### src/rtl/stack_unit_if.sv
// -----------------------------------------------------------------------------
// stack_unit_if
// Strobe/data bundle between the stack processor datapath and its operand
// stack. The datapath drives the strobes and write data (master); the stack
// returns the registered top word and status (slave).
//
// Signals
//   push, pop, tos : operation strobes, one operation per cycle
//   din            : word to push
//   dout           : registered top/popped word
//   empty, full    : occupancy status
//   overflow       : sticky push-while-full flag (0 unless guards are built)
//   underflow      : sticky pop/tos-while-empty flag (0 unless guards are built)
// -----------------------------------------------------------------------------
`timescale 1ns/1ps

interface stack_unit_if #(
   parameter int WIDTH = 8
);
   logic             push;
   logic             pop;
   logic             tos;
   logic [WIDTH-1:0] din;
   logic [WIDTH-1:0] dout;
   logic             empty;
   logic             full;
   logic             overflow;
   logic             underflow;

   modport master (
      output push, pop, tos, din,
      input  dout, empty, full, overflow, underflow
   );

   modport slave (
      input  push, pop, tos, din,
      output dout, empty, full, overflow, underflow
   );
endinterface : stack_unit_if

### src/rtl/stack_unit.sv
// -----------------------------------------------------------------------------
// stack_unit
// Operand stack for the multi-cycle stack processor. Holds up to DEPTH words;
// the top-of-stack word is returned through a registered output that the
// datapath latches in its next state. One operation is accepted every cycle.
//
// Parameters
//   WIDTH : data word width (must match the interface WIDTH)
//   DEPTH : number of entries, at least 2
//
// Ports
//   clk   : sole clock, rising edge
//   reset : asynchronous, active-low; clears count, dout and error flags
//   bus   : stack_unit_if.slave (push/pop/tos/din in, dout/empty/full/
//           overflow/underflow out)
//
// Configuration
//   STACK_GUARD_EN : when defined, overflow/underflow are sticky registers set
//                    by illegal operations; otherwise both outputs are tied
//                    to 0. Illegal operations are dropped in both builds.
// -----------------------------------------------------------------------------
`timescale 1ns/1ps

module stack_unit #(
   parameter int WIDTH = 8,
   parameter int DEPTH = 16
) (
   input logic          clk,
   input logic          reset,
   stack_unit_if.slave  bus
);

   localparam int CW = $clog2(DEPTH + 1);   // count width, holds 0..DEPTH
   localparam int AW = $clog2(DEPTH);       // storage index width

   // Action taken on the coming edge after priority decode and legality check.
   typedef enum logic [2:0] {
      OP_NONE,
      OP_PUSH,
      OP_POP,
      OP_TOS,
      OP_REPLACE
   } op_e;

   logic [CW-1:0]    r_count;
   logic [WIDTH-1:0] r_dout;
   logic [WIDTH-1:0] r_mem [DEPTH];

   logic             w_empty;
   logic             w_full;
   logic [AW-1:0]    w_top_idx;
   logic [AW-1:0]    w_wr_idx;
   op_e              w_op;

   assign w_empty   = (r_count == '0);
   assign w_full    = (r_count == CW'(DEPTH));
   // Only used when the stack is non-empty (top) or not full (write slot),
   // so truncation to the index width is exact in those cases.
   assign w_top_idx = AW'(r_count - CW'(1));
   assign w_wr_idx  = AW'(r_count);

   // Priority decode: push&pop > push > pop > tos. Illegal requests become
   // OP_NONE, except push&pop on an empty stack which degrades to a push.
   always_comb begin
      // NOTE: every combinational output gets a default first so no path
      // leaves it unassigned, which would otherwise infer a latch.
      w_op = OP_NONE;
      if (bus.push && bus.pop) begin
         w_op = w_empty ? OP_PUSH : OP_REPLACE;
      end else if (bus.push) begin
         if (!w_full) w_op = OP_PUSH;
      end else if (bus.pop) begin
         if (!w_empty) w_op = OP_POP;
      end else if (bus.tos) begin
         if (!w_empty) w_op = OP_TOS;
      end
   end

   // Control state: occupancy and the registered output word.
   always_ff @(posedge clk or negedge reset) begin
      // NOTE: sequential state uses non-blocking assignments so every flop
      // samples pre-edge values regardless of statement order.
      if (!reset) begin
         r_count <= '0;
         r_dout  <= '0;
      end else begin
         case (w_op)
            OP_PUSH: r_count <= r_count + CW'(1);
            OP_POP: begin
               r_dout  <= r_mem[w_top_idx];
               r_count <= r_count - CW'(1);
            end
            OP_TOS,
            OP_REPLACE: r_dout <= r_mem[w_top_idx];
            default: ;
         endcase
      end
   end

   // NOTE: storage has no reset; entries are only ever read after being
   // written, so clearing them would buy nothing.
   always_ff @(posedge clk) begin
      case (w_op)
         OP_PUSH:    r_mem[w_wr_idx]  <= bus.din;
         OP_REPLACE: r_mem[w_top_idx] <= bus.din;
         default: ;
      endcase
   end

   assign bus.dout  = r_dout;
   assign bus.empty = w_empty;
   assign bus.full  = w_full;

`ifdef STACK_GUARD_EN
   logic r_overflow;
   logic r_underflow;
   logic w_ovf_evt;
   logic w_unf_evt;

   // tos is ignored under push, so push+tos on an empty stack is legal.
   assign w_ovf_evt = bus.push && !bus.pop && w_full;
   assign w_unf_evt = w_empty && (bus.pop || (bus.tos && !bus.push));

   always_ff @(posedge clk or negedge reset) begin
      if (!reset) begin
         r_overflow  <= 1'b0;
         r_underflow <= 1'b0;
      end else begin
         if (w_ovf_evt) r_overflow  <= 1'b1;
         if (w_unf_evt) r_underflow <= 1'b1;
      end
   end

   assign bus.overflow  = r_overflow;
   assign bus.underflow = r_underflow;
`else
   assign bus.overflow  = 1'b0;
   assign bus.underflow = 1'b0;
`endif

endmodule : stack_unit

### src/flat_wrapper.sv
// flat-port wrapper written by rule: the top's interface ports become plain ports
module stack_unit_flat 
#(
   parameter int WIDTH = 8,
   parameter int DEPTH = 16
)
  (clk, reset, bus_push, bus_pop, bus_tos, bus_din, bus_dout, bus_empty, bus_full, bus_overflow, bus_underflow);
  stack_unit_if #(.WIDTH(WIDTH)) bus_i ();
  input logic clk;
  input logic reset;
  input wire logic [$bits(bus_i.push)-1:0] bus_push;
  input wire logic [$bits(bus_i.pop)-1:0] bus_pop;
  input wire logic [$bits(bus_i.tos)-1:0] bus_tos;
  input wire logic [$bits(bus_i.din)-1:0] bus_din;
  output wire logic [$bits(bus_i.dout)-1:0] bus_dout;
  output wire logic [$bits(bus_i.empty)-1:0] bus_empty;
  output wire logic [$bits(bus_i.full)-1:0] bus_full;
  output wire logic [$bits(bus_i.overflow)-1:0] bus_overflow;
  output wire logic [$bits(bus_i.underflow)-1:0] bus_underflow;
  assign bus_i.push = bus_push;
  assign bus_i.pop = bus_pop;
  assign bus_i.tos = bus_tos;
  assign bus_i.din = bus_din;
  assign bus_dout = bus_i.dout;
  assign bus_empty = bus_i.empty;
  assign bus_full = bus_i.full;
  assign bus_overflow = bus_i.overflow;
  assign bus_underflow = bus_i.underflow;
  stack_unit #(.WIDTH(WIDTH), .DEPTH(DEPTH)) u_core (.clk(clk), .reset(reset), .bus(bus_i));
endmodule
### config.mk
export PLATFORM = sky130hd
export DESIGN_NAME = stack_unit_flat
export DESIGN_NICKNAME = d
export VERILOG_FILES = /design/src/rtl/stack_unit_if.sv /design/src/rtl/stack_unit.sv /design/src/flat_wrapper.sv
export SDC_FILE = /design/constraint.sdc
export NUM_CORES = 1
export LEC_CHECK = 0
export CORE_AREA = 5 5 148 115
export DETAILED_ROUTE_END_ITERATION = 16
export DIE_AREA = 0 0 153 120
export PLACE_DENSITY_LB_ADDON = 0.1
export SYNTH_ARGS = -nofsm -noshare
export SYNTH_HDL_FRONTEND = slang
export SYNTH_SLANG_ARGS = --single-unit
export TNS_END_PERCENT = 1
### constraint.sdc
create_clock -name clk -period 2.8 [get_ports clk]
set_clock_uncertainty 0.2 [all_clocks]
set_input_delay 0.56 -clock clk [delete_from_list [all_inputs] [get_ports clk]]
set_output_delay 0.56 -clock clk [all_outputs]
set_load 0.05 [all_outputs]
==> metrics.cfg, run 1 <==
[status]
outcome = completed

[clock_tree]
cts.sinks = 141
cts_made_buffers = 17
cts_root_buf = clkbuf_16
clockBufferDepth = 2
cts-htree-levels = 4
cts.clk_slew.worst_paths_ps = 60
insertion_delay_ps = 410
tritoncts = built
hold_buffers = 0

[timing]
whs_ps = 307
setup_tns_ps = 0
min_period_over_period_pct = 96.2
worst_slew_margin_rel_pct = 52.3
worst_slew_pin_slew_ps = 713
finalHoldViolCount = 0
fin_crit_ps = 2690
max_freq_mhz = 371
slew_violations = 0
setup_violations = 0
rsz0062_at_grt = false
worst_slack_ps = 106

[global_route]
antenna_found_initial = 0
grt_pass1_wl_um = 19700
gr-total-overflow = 0
grt_pass1_vias = 3172
grt_max_degree = 40
grt.total_usage_pct = 14.8

[critical_path]
r2r_cells = 8
worstPathArrival_ps = 1930
path_max_fanout = 5
reg2reg_to = u_core.r_mem[10][4]
startpoint_type = register
path_class = reg -> out
regToRegSetupSlack_ps = 130
reg2reg_from = u_core.r_count[0]
end_kind = output port
cp.required_ps = 2040

[place]
place.gp.congestion = 0.833
portBuffers = 22
placedInstanceArea_mm2 = 0.00652
hpwl_um = 8340
pre_cts_ws_ps = 35.1

[power]
vdd.ir_drop.worst_v = 0.000490
leakagePower_nw = 2.44
power.density_mw_per_mm2 = 1170

[finish]
fin_nets = 384
drive_gt1_share_pct = 30.4
syn_to_final_growth_pct = 22.2
design_area_mm2 = 0.00716
num_antenna_cells = 0
utilization_pct = 46.2

[synth]
yosysUniqueCellTypes = 44
synth-edff-count = 128
syn_inst = 310
synth.ff_latch_count = 141
synth_warnings = 0
synthArstFlopShare_pct = 9.22
avgSynthCellArea_um2 = 18.9
seq_area_frac_synth_pct = 71.2
synth-main-ff-cell = edfxtp_1
syn_area_mm2 = 0.00586

[drt]
detail_route.first_pass.iterations = 4
dr.first_iter.drc_count = 190
drt-total-wl_um = 12800
ant_nets = 0
routed_via_density = 5.08
drc = 0
wl_per_cell_um = 21.7
num_vias = 3001

[min_path]
hold_end = u_core.bus.dout[2]
hp-class = reg -> reg
whs_path_depth = 2
hold_start = u_core.bus.dout[2]

[floorplan]
fp-row-count = 40
ioPinCount = 25
die_width_um = 153
initial_core_util_pct = 37.8
dieArea_mm2 = 0.0184
core-area_mm2 = 0.0155
die_h_um = 120

[flow_run]
maxCapViolCount = 0

-- Yosys cell counts, types with 2 or more instances --
master / instances / area (um2)
nand2_1: 13 / 48.8
clkbuf_1: 2 / 7.51
ha_1: 3 / 37.5
edfxtp_1: 128 / 3840
inv_1: 7 / 26.3
nor4_1: 4 / 25.0
dfrtp_1: 13 / 325
a21oi_1: 12 / 60.1
buf_4: 6 / 45.0
nand3_1: 2 / 10.0
xor2_1: 2 / 17.5
mux2i_1: 16 / 160
a22oi_2: 2 / 25.0
or4_1: 2 / 15.0
nor2_1: 11 / 41.3
mux4_2: 32 / 721
buf_2: 8 / 40.0
and2_1: 2 / 12.5
xnor2_1: 5 / 43.8
o221ai_1: 8 / 70.1
a211oi_1: 4 / 30.0
o21ai_0: 6 / 30.0
-- final cells by class --
cell class / count / area [um2]
Clock buffer: 17 / 425
Clock inverter: 15 / 209
Fill cell: 1346 / 8350
Inverter: 7 / 26.3
Multi-Input combinational cell: 145 / 1560
Sequential cell: 141 / 4170
Tap cell: 210 / 263
Timing Repair Buffer: 56 / 508
-- per-layer routing --
layer	wire, um	track usage, %	vias up	share of wire, %
met5	0	0	-	0
met4	95	4.56	0	0.74
met3	362	3.50	6	2.8
met2	5970	22.8	37	47
met1	6410	21.0	1579	50
li1	-	-	1379	-
-- repair_timing --
item / in CTS / in global routing
resized for setup: 0 / 4
endpoints found under the setup margin: 1 / 60
buffers inserted: 1 / 0
gates cloned: 0 / 0
-- state kept, by name (all words and copies together) (netlist names) --
| signal | cells |
|---|---|
| u_core.r_mem | 128 |
| u_core.bus.dout | 8 |
| u_core.r_count | 5 |
-- worst max path at each step --
stage,slack (ps),start,end
floorplan,-100,u_core.r_count[0],u_core.r_mem[0][0]
finish,110,u_core.r_count[0],bus_empty
global placement,100,bus_pop,u_core.r_mem[11][2]
global route,4,u_core.r_count[1],u_core.r_mem[10][7]
detailed placement,40,bus_pop,u_core.r_mem[10][2]
CTS,40,u_core.r_count[0],bus_empty
-- stage by stage --
stage          power [W]  instances
2_1_floorplan    0.00496        311
3_5_place_dp     0.00608        558
3_3_place_gp     0.00606        558
4_1_cts          0.00850        591
5_1_grt          0.00880        591
6_report         0.00837        591
-- cell usage in the layout, fill, tap and decap left out, types with 5 or more instances in the layout --
cell | Yosys | layout
mux2i_1 | 16 | 16
mux4_2 | 32 | 32
edfxtp_1 | 128 | 128
buf_4 | 6 | 33
clkdlybuf4s50_1 | 0 | 20
xnor2_1 | 5 | 5
dfrtp_1 | 13 | 12
a21oi_1 | 12 | 12
inv_1 | 7 | 6
clkbuf_16 | 0 | 17
o221ai_1 | 8 | 8
nand2_1 | 13 | 13
inv_6 | 0 | 5
nor2_1 | 11 | 11
-- cell families (layout without fill, tap and decap cells) --
| family | after synthesis | after routing | share of synthesized area (%) |
|---|---|---|---|
| flip-flops | 141 | 141 | 71.2 |
| multiplexers | 48 | 48 | 15.0 |
| AND/OR/NAND/NOR | 45 | 45 | 4.40 |
| AO/OA/AOI/OAI | 39 | 39 | 4.89 |
| buffers and inverters | 25 | 95 | 2.29 |
| XOR/XNOR | 8 | 8 | 1.52 |
| adder cells (fa/ha/maj) | 3 | 3 | 0.641 |
| other | 1 | 2 | 0.0640 |
-- critical path, stage by stage, from the launching register on --
cell and delay, ps:
dfrtp_2 400, inv_1 80, ha_1 200, or4b_4 480, inv_2 110, buf_4 130, buf_12 120
-- report_power, final --
part | switching (W) | total [W] | internal, W
Clock | 0.000886 | 0.00239 | 0.00151
Sequential | 0.000111 | 0.00273 | 0.00261
Combinational | 0.00184 | 0.00325 | 0.00141
Total | 0.00284 | 0.00837 | 0.00554
Power figures use the tool's default switching activity.
==> run 2: changes to the inputs <==
Settings changed: CORE_AREA 5 5 148 115 to 2 2 145 112, DIE_AREA 0 0 153 120 to 0 0 147 114.
==> metrics.cfg, run 2 (synthesis gave the netlist of run 1 again) <==
[power]
comb_power_share_pct = 40.0  ; +1.1 points
pwr-share-seq_pct = 33.4  ; +0.8 points
p_int_w = 0.00537  ; -2.9%
p_sw_w = 0.00282  ; -0.55%
total_power_w = 0.00819  ; -2.1%
power.density_mw_per_mm2 = 1150  ; -1.4%
leakagePower_nw = 2.40  ; -1.4%
vdd.ir_drop.worst_v = 0.000648  ; +32%
pwr-share-clk_pct = 26.5  ; -2.1 points
swShare_pct = 34.4  ; +0.55 points

[finish]
fin_nets = 382  ; -0.52%
largest_reg_flops = 128  ; unchanged
mostFrequentLayoutCell = edfxtp_1
top_register = u_core.r_mem
mostFrequentLayoutCells = edfxtp_1 (128), mux4_2 (32), buf_4 (30), clkdlybuf4s50_1 (20), clkbuf_16 (17)
drive_gt1_share_pct = 29.8  ; -0.63 points
syn_to_final_growth_pct = 21.3
num_antenna_cells = 0  ; unchanged

[clock_tree]
cts.sinks = 141  ; unchanged
hold_buffers = 0  ; unchanged
cts-htree-levels = 4  ; unchanged
clockBufferDepth = 2  ; unchanged
cts_made_buffers = 17  ; unchanged
cts.clk_slew.worst_paths_ps = 60  ; about the same
postCtsSetupBuffers = 0  ; -1
cts_root_buf = clkbuf_16
tritoncts = built
insertion_delay_ps = 410  ; about the same

[critical_path]
worstPathArrival_ps = 1920  ; about the same
end_kind = output port
path_class = reg -> out
startpoint_type = register
cp.required_ps = 2040  ; about the same
path_max_fanout = 5  ; unchanged

[drt]
dr.first_iter.drc_count = 277  ; +46%
ant_nets = 0  ; unchanged
num_vias = 3019  ; +0.60%
drt-total-wl_um = 12800  ; -0.52%
drc = 0  ; unchanged
detail_route.first_pass.iterations = 4  ; unchanged
routed_via_density = 5.13  ; +0.94%
wl_per_cell_um = 21.7  ; -0.18%

[status]
outcome = completed

[timing]
worst_slew_pin_slew_ps = 689  ; -24.5 ps
min_period_over_period_pct = 95.8  ; -0.39 points
fin_crit_ps = 2680  ; -10.8 ps
setup_violations = 0  ; unchanged
max_freq_mhz = 373  ; +0.40%
whs_ps = 314  ; +6.22 ps
finalHoldViolCount = 0  ; unchanged
slew_violations = 0  ; unchanged
worst_slew_margin_rel_pct = 53.9  ; +1.6 points

[global_route]
grt_max_degree = 41  ; +2.5%
gr-total-overflow = 0  ; unchanged
grt_pass1_wl_um = 19500  ; -0.77%
grt_pass1_vias = 3059  ; -3.6%
grt.total_usage_pct = 16.5  ; +1.6 points
antenna_found_initial = 0  ; unchanged

[floorplan]
dieArea_mm2 = 0.0168  ; -8.7%
die_width_um = 147  ; -3.9%
core-area_mm2 = 0.0155  ; unchanged
ioPinCount = 25  ; unchanged
die_h_um = 114  ; -5.0%
fp-row-count = 40  ; unchanged
initial_core_util_pct = 37.8  ; unchanged

[place]
hpwl_um = 8260  ; -0.98%
portBuffers = 22  ; unchanged
place.gp.congestion = 0.803  ; -3.6%

[flow_run]
maxCapViolCount = 0  ; unchanged

[min_path]
hp-class = reg -> reg

## run 2: critical path: stages, from the launching register on
cell and delay, ps:
dfrtp_2 420, inv_1 80, ha_1 180, or4b_4 470, inv_1 190, buf_12 170
## run 2: cell type report
class / count / area [um2]
Clock buffer: 17 / 425
Clock inverter: 15 / 149
Fill cell: 1350 / 8410
Inverter: 7 / 26.3
Multi-Input combinational cell: 145 / 1570
Sequential cell: 141 / 4170
Tap cell: 210 / 263
Timing Repair Buffer: 54 / 505
## run 2: worst paths after layout
path / slack [ps] / end / cells after the start / start
worst min-delay path: 310 / u_core.bus.dout[5] / 2 / u_core.bus.dout[5]
min in group asynchronous: 360 / u_core.r_count[4] / 1 / reset
max in group asynchronous: 1560 / u_core.r_count[0] / 1 / reset
worst max register to register: 170 / u_core.r_mem[10][0] / 8 / u_core.r_count[0]
worst min register to register: 310 / u_core.bus.dout[5] / 2 / u_core.bus.dout[5]
worst max-delay path: 120 / bus_empty / 5 / u_core.r_count[0]
## run 2: power by group through the flow
stage	clock (W)	combinational, W	sequential [W]
6_report	0.00217	0.00328	0.00274
5_1_grt	0.00230	0.00354	0.00277
4_1_cts	0.00220	0.00332	0.00275
3_5_place_dp	0	0.00331	0.00279
3_3_place_gp	0	0.00334	0.00278
2_1_floorplan	0	0.00202	0.00294
## run 2: repair_timing
action / 4_1_cts / 5_1_grt
endpoints found under the hold margin: 0 / 0
gates resized for setup: 0 / 5
endpoints found under the setup margin: 0 / 88
## run 2: through the flow
step / utilization, % / TNS [ps] / setup slack, ps / cell area [um2] / cells
5_1_grt: 45.8 / -263 / -35.2 / 7110 / 589
2_1_floorplan: - / -9220 / -99.2 / 5860 / 311
3_3_place_gp: 42.0 / 0 / 45.9 / 6520 / 557
3_5_place_dp: 42.0 / 0 / 21.8 / 6520 / 557
6_report: 45.8 / 0 / 117 / 7110 / 589
4_1_cts: 45.8 / 0 / 102 / 7100 / 589
## run 2: routing by layer
layer,vias up,GRT usage [%],routed length (um)
met3,17,3.28,435
met5,-,0,0
met4,0,6.09,177
li1,1371,-,-
met1,1574,25.0,6430
met2,57,23.6,5720
==> run 3: changes to the inputs <==
Settings changed: CORE_AREA 2 2 145 112 to 2 2 177 92, DIE_AREA 0 0 147 114 to 0 0 179 94.
==> metrics.cfg, run 3 (synthesis gave the netlist of run 1 again) <==
[status]
outcome = completed

[drt]
ant_nets = 0  ; unchanged
drt-total-wl_um = 13300  ; +4.6%
routed_via_density = 5.30  ; +3.3%
drc = 0  ; unchanged
detail_route.first_pass.iterations = 5  ; +1
wl_per_cell_um = 22.3  ; +3.0%
dr.first_iter.drc_count = 365  ; +32%
num_vias = 3167  ; +4.9%

[place]
pre_cts_ws_ps = -104  ; -126 ps
place.gp.congestion = 0.836  ; +4.0%
portBuffers = 22  ; unchanged
hpwl_um = 9300  ; +13%

[timing]
slew_violations = 0  ; unchanged
finalHoldViolCount = 0  ; unchanged
fin_crit_ps = 2760  ; +72.6 ps
rsz0062_at_grt = true
setup_violations = 0  ; unchanged
worst_slew_pin_slew_ps = 714  ; +24.9 ps
max_freq_mhz = 363  ; -2.6%
worst_slack_ps = 44.1  ; -72.6 ps
worst_slew_margin_rel_pct = 52.4  ; -1.5 points
min_period_over_period_pct = 98.4  ; +2.6 points

[floorplan]
die_width_um = 179  ; +22%
dieArea_mm2 = 0.0168  ; +0.41%
initial_core_util_pct = 38.6  ; +0.85 points
die_h_um = 94  ; -18%
ioPinCount = 25  ; unchanged
core-area_mm2 = 0.0152  ; -2.2%
fp-row-count = 32  ; -20%

[global_route]
gr-total-overflow = 0  ; unchanged
grt_pass1_vias = 3165  ; +3.5%
grt_max_degree = 35  ; -15%
grt_pass1_wl_um = 20300  ; +4.0%
grt.total_usage_pct = 17.4  ; +0.95 points
antenna_found_initial = 0  ; unchanged

[critical_path]
max_stage_delay_ps = 550  ; +80 ps
path_class = reg -> out
worst-path-buf-inv = 4  ; +1
startpoint_type = register
worstPathArrival_ps = 2000  ; +80 ps
cp_top_family = simple AND/OR/NAND/NOR gates
path_max_fanout = 10  ; +5
r2r_cells = 8  ; unchanged
end_kind = output port
reg2reg_from = u_core.r_count[0]
cp.required_ps = 2040  ; about the same
reg2reg_to = u_core.r_mem[4][7]
cpMaxStageDelayCell = or4b_4
cp_cell_sequence = inv_1 -> ha_1 -> or4b_4 -> inv_2 -> buf_4 -> buf_12
regToRegSetupSlack_ps = 130  ; -40 ps

[min_path]
whs_path_depth = 2  ; unchanged
hp-class = reg -> reg
hold_start = u_core.bus.dout[6]
hold_end = u_core.bus.dout[6]

[finish]
syn_to_final_growth_pct = 22.9
num_antenna_cells = 0  ; unchanged
utilization_pct = 47.4  ; +1.6 points
mostFrequentLayoutCells = edfxtp_1 (128), buf_4 (49), mux4_2 (32), clkdlybuf4s50_1 (20), clkbuf_16 (17)
fin_nets = 398  ; +4.2%
top_register = u_core.r_mem
mostFrequentLayoutCell = edfxtp_1
drive_gt1_share_pct = 32.5  ; +2.7 points
nFillCells = 1264  ; -6.4%
largest_reg_flops = 128  ; unchanged

[clock_tree]
cts_root_buf = clkbuf_16
hold_buffers = 0  ; unchanged
cts-htree-levels = 4  ; unchanged
cts_made_buffers = 17  ; unchanged
tritoncts = built
clockBufferDepth = 2  ; unchanged
cts.sinks = 141  ; unchanged
insertion_delay_ps = 420  ; about the same
cts.clk_slew.worst_paths_ps = 60  ; about the same

[power]
vdd.ir_drop.worst_v = 0.000571  ; -12%
power.density_mw_per_mm2 = 1160  ; +0.49%
leakagePower_nw = 2.47  ; +2.9%

[flow_run]
maxCapViolCount = 0  ; unchanged

## run 3: worst max path at each step
stage | startpoint | to | slack, ps | cells past startpoint
floorplan | u_core.r_count[0] | u_core.r_mem[0][0] | -100 | 8
global placement | bus_push | u_core.r_mem[4][4] | -70 | 9
detailed placement | bus_push | u_core.r_mem[4][0] | -100 | 9
CTS | u_core.r_count[0] | bus_empty | 20 | 6
global route | u_core.r_count[0] | bus_empty | -50 | 6
finish | u_core.r_count[0] | bus_empty | 40 | 6
## run 3: power by group
| part | internal [W] | switching (W) | leakage [nW] |
|---|---|---|---|
| Clock | 0.00140 | 0.000861 | 0.284 |
| Sequential | 0.00262 | 0.000113 | 1.31 |
| Combinational | 0.00142 | 0.00193 | 0.874 |
| Total | 0.00544 | 0.00290 | 2.47 |
## run 3: cell type report
class | count | area (um2) | share of cell area (%)
clock buffers | 18 | 429 | 5.96
well taps | 204 | 255 | 3.55
repair buffers | 70 | 588 | 8.17
multi-input cells | 145 | 1560 | 21.7
inverters | 7 | 26.3 | 0.365
clock inverters | 13 | 166 | 2.31
flip-flops and latches | 141 | 4170 | 57.9
## run 3: worst register-to-register path: cells and delay by family, from the launching register on
kind                       cells  cell delay, ps
and+or+nand+nor                3             950
AOI/OAI and AO/OA              1             270
DFF                            1             410
buffers and inverters          3             420
adders and majority gates      1             190
## run 3: what timing repair did
action                                  in CTS  in global routing
resized for setup                            1                  2
buffers inserted                             0                  0
endpoints found under the setup margin       1                 41
## run 3: metal layers
layer | track usage (%) | share of wire [%]
met5 | 0 | 0
met4 | 5.56 | 0.97
met3 | 3.68 | 5.2
met2 | 24.2 | 44
met1 | 27.0 | 50
## run 3: metrics by stage
stage	instance area [um2]	instances	TNS, ps	total power, W	hold slack (ps)
6_report	7200	598	0	0.00834	299
3_5_place_dp	6600	567	-4780	0.00615	279
2_1_floorplan	5860	311	-9220	0.00496	64.4
4_1_cts	7190	598	0	0.00842	297
5_1_grt	7200	598	-51.8	0.00871	342
3_3_place_gp	6600	567	-1680	0.00610	278
